$ cat src/rtl/dii_arb_mux_rr.sv
// N-input round-robin wormhole arbiter/mux for DII packet streams.
// Optional output skid register enabled by defining DII_ARB_MUX_OUTREG_EN.
module dii_arb_mux_rr #(
  parameter  int N  = 2,
  parameter  int W  = 16,
  localparam int PW = (N > 1) ? $clog2(N) : 1
) (
  input  logic           clk,
  input  logic           rst,
  input  logic [N*W-1:0] in_data,
  input  logic [N-1:0]   in_first,
  input  logic [N-1:0]   in_last,
  input  logic [N-1:0]   in_valid,
  output logic [N-1:0]   in_ready,
  output logic [W-1:0]   out_data,
  output logic           out_first,
  output logic           out_last,
  output logic           out_valid,
  input  logic           out_ready,
  output logic           busy,
  output logic [PW-1:0]  grant_idx
);

  typedef enum logic {ST_IDLE = 1'b0, ST_WORM = 1'b1} state_t;

  state_t        r_state, w_state_next;
  logic [PW-1:0] r_rr_ptr, w_rr_ptr_next;
  logic [PW-1:0] r_grant, w_grant_next;

  logic [W-1:0]  w_ch_data [N];
  logic [N-1:0]  w_cand;
  logic          w_any_cand;
  logic [PW-1:0] w_winner;
  logic [PW-1:0] w_sel;
  logic          w_arb_ready;

  logic          w_a_valid, w_a_first, w_a_last;
  logic [W-1:0]  w_a_data;
  logic [N-1:0]  w_a_ready_vec;

  function automatic logic [PW-1:0] ptr_inc(input logic [PW-1:0] p);
    logic [PW-1:0] r;
    if (p == PW'(N - 1)) r = '0;
    else                 r = p + 1'b1;
    return r;
  endfunction

  genvar gi;
  generate
    for (gi = 0; gi < N; gi++) begin : g_ch
      assign w_ch_data[gi] = in_data[gi*W +: W];
      assign w_cand[gi]    = in_valid[gi] & in_first[gi];
    end
  endgenerate

  // Round-robin pick: lowest candidate at or above rr_ptr, else lowest below it.
  always_comb begin
    logic          found_hi, found_lo;
    logic [PW-1:0] win_hi, win_lo;
    found_hi = 1'b0;
    found_lo = 1'b0;
    win_hi   = '0;
    win_lo   = '0;
    for (int j = N - 1; j >= 0; j--) begin
      if (w_cand[j]) begin
        if (PW'(j) >= r_rr_ptr) begin
          found_hi = 1'b1;
          win_hi   = PW'(j);
        end else begin
          found_lo = 1'b1;
          win_lo   = PW'(j);
        end
      end
    end
    w_any_cand = found_hi | found_lo;
    w_winner   = found_hi ? win_hi : win_lo;
  end

  assign w_sel = (r_state == ST_IDLE) ? w_winner : r_grant;

  always_comb begin
    w_a_valid     = 1'b0;
    w_a_first     = 1'b0;
    w_a_last      = 1'b0;
    w_a_data      = '0;
    w_a_ready_vec = '0;
    w_state_next  = r_state;
    w_rr_ptr_next = r_rr_ptr;
    w_grant_next  = r_grant;
    if (!rst) begin
      if (r_state == ST_IDLE) begin
        if (w_any_cand) begin
          w_a_valid               = 1'b1;
          w_a_ready_vec[w_winner] = w_arb_ready;
          // Anything other than an accepted single-flit packet locks the offer.
          if (w_arb_ready && in_last[w_winner]) begin
            w_rr_ptr_next = ptr_inc(w_winner);
          end else begin
            w_grant_next = w_winner;
            w_state_next = ST_WORM;
          end
        end
      end else begin
        w_a_valid              = in_valid[r_grant];
        w_a_ready_vec[r_grant] = w_arb_ready;
        if (in_valid[r_grant] && w_arb_ready && in_last[r_grant]) begin
          w_state_next  = ST_IDLE;
          w_rr_ptr_next = ptr_inc(r_grant);
        end
      end
      if (w_a_valid) begin
        w_a_data  = w_ch_data[w_sel];
        w_a_first = in_first[w_sel];
        w_a_last  = in_last[w_sel];
      end
    end
  end

  always_ff @(posedge clk or posedge rst) begin
    if (rst) begin
      r_state  <= ST_IDLE;
      r_rr_ptr <= '0;
      r_grant  <= '0;
    end else begin
      r_state  <= w_state_next;
      r_rr_ptr <= w_rr_ptr_next;
      r_grant  <= w_grant_next;
    end
  end

  assign in_ready  = w_a_ready_vec;
  assign busy      = (r_state == ST_WORM);
  assign grant_idx = rst ? '0 : w_sel;

`ifdef DII_ARB_MUX_OUTREG_EN
  logic         r_out_valid, r_out_first, r_out_last;
  logic [W-1:0] r_out_data;
  logic         r_skid_valid, r_skid_first, r_skid_last;
  logic [W-1:0] r_skid_data;

  // Arbiter only pushes while the skid slot is free, breaking out_ready->in_ready.
  assign w_arb_ready = !r_skid_valid;

  always_ff @(posedge clk or posedge rst) begin
    if (rst) begin
      r_out_valid  <= 1'b0;
      r_out_first  <= 1'b0;
      r_out_last   <= 1'b0;
      r_out_data   <= '0;
      r_skid_valid <= 1'b0;
      r_skid_first <= 1'b0;
      r_skid_last  <= 1'b0;
      r_skid_data  <= '0;
    end else if (!r_out_valid || out_ready) begin
      if (r_skid_valid) begin
        r_out_valid  <= 1'b1;
        r_out_first  <= r_skid_first;
        r_out_last   <= r_skid_last;
        r_out_data   <= r_skid_data;
        r_skid_valid <= 1'b0;
        r_skid_first <= 1'b0;
        r_skid_last  <= 1'b0;
        r_skid_data  <= '0;
      end else begin
        r_out_valid <= w_a_valid;
        r_out_first <= w_a_first;
        r_out_last  <= w_a_last;
        r_out_data  <= w_a_data;
      end
    end else if (w_a_valid && !r_skid_valid) begin
      r_skid_valid <= 1'b1;
      r_skid_first <= w_a_first;
      r_skid_last  <= w_a_last;
      r_skid_data  <= w_a_data;
    end
  end

  assign out_valid = r_out_valid;
  assign out_first = r_out_first;
  assign out_last  = r_out_last;
  assign out_data  = r_out_data;
`else
  assign w_arb_ready = out_ready;
  assign out_valid   = w_a_valid;
  assign out_first   = w_a_first;
  assign out_last    = w_a_last;
  assign out_data    = w_a_data;
`endif

endmodule
$ cat config.mk
export PLATFORM = sky130hd
export DESIGN_NAME = dii_arb_mux_rr
export DESIGN_NICKNAME = d
export VERILOG_FILES = /design/src/rtl/dii_arb_mux_rr.sv
export SDC_FILE = /design/constraint.sdc
export NUM_CORES = 1
export LEC_CHECK = 0
export ABC_AREA = 1
export CAP_MARGIN = 0
export CORE_ASPECT_RATIO = 1.1
export CORE_UTILIZATION = 28
export CTS_CLUSTER_DIAMETER = 200
export DETAILED_ROUTE_END_ITERATION = 10
export GPL_ROUTABILITY_DRIVEN = 0
export PLACE_DENSITY = 0.81
export SYNTH_ARGS = -nofsm -noshare
export SYNTH_HDL_FRONTEND = slang
export SYNTH_SLANG_ARGS = --single-unit
$ cat constraint.sdc
create_clock -name clk -period 1.7 [get_ports clk]
set_input_delay 0.34 -clock clk [delete_from_list [all_inputs] [get_ports clk]]
set_output_delay 0.34 -clock clk [all_outputs]
set_load 0.01 [all_outputs]
==> results of run 1 <==
==> how the worst min path moves through the flow <==
stage / start / to / slack (ns) / cells after the start
finish: r_rr_ptr$_DFFE_PP0P_ / r_rr_ptr$_DFFE_PP0P_ / 0.49 / 2
floorplan: rst / busy$_DFFE_PP0N_ / 0.09 / 1
CTS: r_rr_ptr$_DFFE_PP0P_ / r_rr_ptr$_DFFE_PP0P_ / 0.49 / 2
detailed placement: r_rr_ptr$_DFFE_PP0P_ / r_rr_ptr$_DFFE_PP0P_ / 0.49 / 2
global route: r_rr_ptr$_DFFE_PP0P_ / r_rr_ptr$_DFFE_PP0P_ / 0.51 / 2
global placement: r_rr_ptr$_DFFE_PP0P_ / r_rr_ptr$_DFFE_PP0P_ / 0.47 / 2
==> worst min-delay path, stage by stage (launching register included) <==
cell	delay [ns]
dfrtp_1	0.34
nand2_1	0.06
nand2_1	0.05
==> synthesized netlist by cell type, drive strengths merged <==
| library cell | instances |
|---|---|
| inv | 12 |
| nand2 | 20 |
| nand3 | 6 |
| nor3 | 2 |
| nor2 | 42 |
| dfrtp | 3 |
| buf | 4 |
| or2 | 1 |
| nand4 | 2 |
| o21ai | 20 |
| a21oi | 1 |
==> metal layers <==
layer	track usage	share of wire	vias up
met1	0.240	0.36	528
met3	0.0777	0.097	14
li1	-	-	555
met5	0	0	-
met4	0.152	0.031	0
met2	0.498	0.52	68
==> registers in the layout, summed over array words and instances, names as in the netlist <==
| register | cells |
|---|---|
| r_grant | 1 |
| busy | 1 |
| r_rr_ptr | 1 |
==> where the power goes <==
part / switching [uW] / total [uW] / internal, uW
registers: 49.4 / 158 / 109
logic: 884 / 1690 / 807
clock network: 33.9 / 122 / 87.8
==> layout make-up <==
cell class | count | area share
clock buffers | 4 | 0.0171
inverters | 12 | 0.0309
multi-input cells | 94 | 0.349
flip-flops and latches | 3 | 0.0497
well taps | 28 | 0.0228
repair buffers | 96 | 0.531
==> timing repair <==
action / CTS / global route
resized for setup: 115 / 24
pin swaps: 10 / 11
cloned: 1 / 1
buffers inserted: 13 / 1
endpoints found under the setup margin: 22 / 25
==> stage by stage <==
step	TNS, ns	setup WS [ns]
2_1_floorplan	0	0.103
3_3_place_gp	-16.65	-0.814
3_5_place_dp	-17.62	-0.848
4_1_cts	-4.80	-0.273
5_1_grt	-7.29	-0.363
6_report	-5.54	-0.305
==> kinds of logic after synthesis <==
family / synth area share
AOI/OAI and AO/OA: 0.229
and+or+nand+nor: 0.515
DFF: 0.124
buffers and inverters: 0.132
==> metrics.md, run 1 <==
| Metric | Value |
|---|---|
| Critical Path End Type | primary output |
| Number of buffers added on ports | 63 |
| Syn Area/Cell | about 5.4 sq um |
| Post-synth cell types | 18 |
| Pwr per Cell Area | roughly 1300 nW/um^2 |
| WP data required | around 1.4 ns |
| Overflow after GRT | 0 |
| Reg-to-reg setup timing slack | -0.21 ns |
| Crit path kind | register to primary output |
| Core area | approximately 2000 sq um |
| Crit path to | out_data[4] |
| Area Overhead vs Synth | 153% |
| Via Count | between 1000 and 1500 |
| Clock sinks | 3 |
| Cell Count, Final, Fillers Out | 237 |
| FF-to-FF path depth | 14 |
| Drt first pass iters | 5 |
| Maximum VDD drop | 0.000876 V |
| Cells after Synth | between 100 and 150 |
| P_leak | just under 0.0008 uW |
| Nets | approximately 250 |
| Total power | between 1500 and 2000 uW |
| Die width | around 46 um |
| Cell taking the most area after synthesis | nor2_1 |
| Reg2reg end | r_rr_ptr$_DFFE_PP0P_ |
| Minimum clock period | between 2 and 2.5 ns |
| Register clock-pin slew on the reported worst setup and hold paths | around 0.030 ns |
| RR Startpoint | r_rr_ptr$_DFFE_PP0P_ |
| CP max FO | 4 |
| Setup Skew | 0.0000695 ns |
| Status | finished, violations left |
| WP depth | 9 |
| Initial core utilization | 0.300 |
| Final worst setup slack | -0.305 ns |
| Measured slew at the worst slew-check pin | 0.206 ns |
| Post-synthesis sequential area ratio | 0.124 |
| DRC viols | 0 |
| Hold slack | approximately 0.5 ns |
| Slew HR | 0.861 |
| Drt wl/cell | between 10 and 15 um |
| Ports | 64 |
| RSZ-0062 raised after global routing | true |
| Buffers and inverters on the worst path | 3 |
| Share of post-route cells with drive strength above 1 | 0.469 |
| Vias in the first global route | between 1000 and 1500 |
| Dpl hpwl | a little over 2 mm |
| FP Rows | 17 |
| Post-route cell area | 1540 sq um |
| Hold buffers post-CTS | 0 |
| Via-per-instance ratio | 4.92 |
| Worst Path Arrival | between 1.5 and 2 ns |
| CTS tree | built |
| Register Area | between 70 and 80 sq um |
| Largest net degree at the start of global routing | 10 |
| H-tree lvl count | 1 |
| Most frequent cells in the layout | clkdlybuf4s50_1 (36), nor2_1 (34), buf_4 (22) |
| Multi-input gate area | about 540 sq um |
| Initial DRC count | 32 |
| Net count after synthesis | 154 |
| Final period util | 1.18 |
| Failing checks | setup timing |
| Cells after DPL | about 220 |
| First-pass GRT wire length | about 4.6 mm |
| Mapped Area | about 610 sq um |
| Max-Cap Viols | 0 |
| Detailed Route WL | between 3 and 4 mm |
| Final core utilization | 0.760 |
| Share of Yosys cell area claimed by the top area cell type | 0.241 |
| Hold Vio Cnt, Final | 0 |
| CP startpoint | r_grant$_DFFE_PP0P_ |
| Post-placement cell area | roughly 1400 sq um |
| Commonest non-fill, non-tap cell in the layout | clkdlybuf4s50_1 |
| ANT nets after route | 0 |
| CP Launch Type | register |
| CP max stage cell | dfrtp_1 |
| Clk buf depth | 2 |
| Largest delay share family, worst path | simple AND/OR/NAND/NOR gates |
| Synthesis Warnings | 0 |
| # diodes | 0 |
| Tot GR Track Use | 0.267 |
| Final Max Tran Viols | 0 |
| Initial antenna violation count | 0 |
| Final setup fails | 25 |
| Register bit total from synthesis | 3 |
| TritonCTS buffer count | 3 |
| Number of fill cells | 136 |
| CP cell instances | nand2_1 > nand2_4 > nor2_4 > nor3_4 > buf_4 > buf_6 > o21ai_2 > nor2_1 > buf_2 |
| Die Y | between 50 and 60 um |
| Clock root buffer | clkbuf_4 |
| Fmax | ~500 MHz |
| Clk Latency, worst-skew pair | 0.23 ns |
| Synth top area cells | nor2_1 (24%), o21ai_2 (13%), dfrtp_1 (12%) |
| Die area | between 2000 and 2500 sq um |
| Worst min-delay path category | register to register |
| Worst path max stage delay | ~0.4 ns |
(Power assumes the default switching activity.)
==> run 2, diff against run 1 <==
--- a/config.mk
+++ b/config.mk
@@ -10,6 +10,7 @@
 export CORE_ASPECT_RATIO = 1.1
 export CORE_UTILIZATION = 28
 export CTS_CLUSTER_DIAMETER = 200
+export CTS_CLUSTER_SIZE = 12
 export DETAILED_ROUTE_END_ITERATION = 10
 export GPL_ROUTABILITY_DRIVEN = 0
 export PLACE_DENSITY = 0.81
==> results of run 2 <==
Final layout, timing and power as in run 1 (identical DEF).
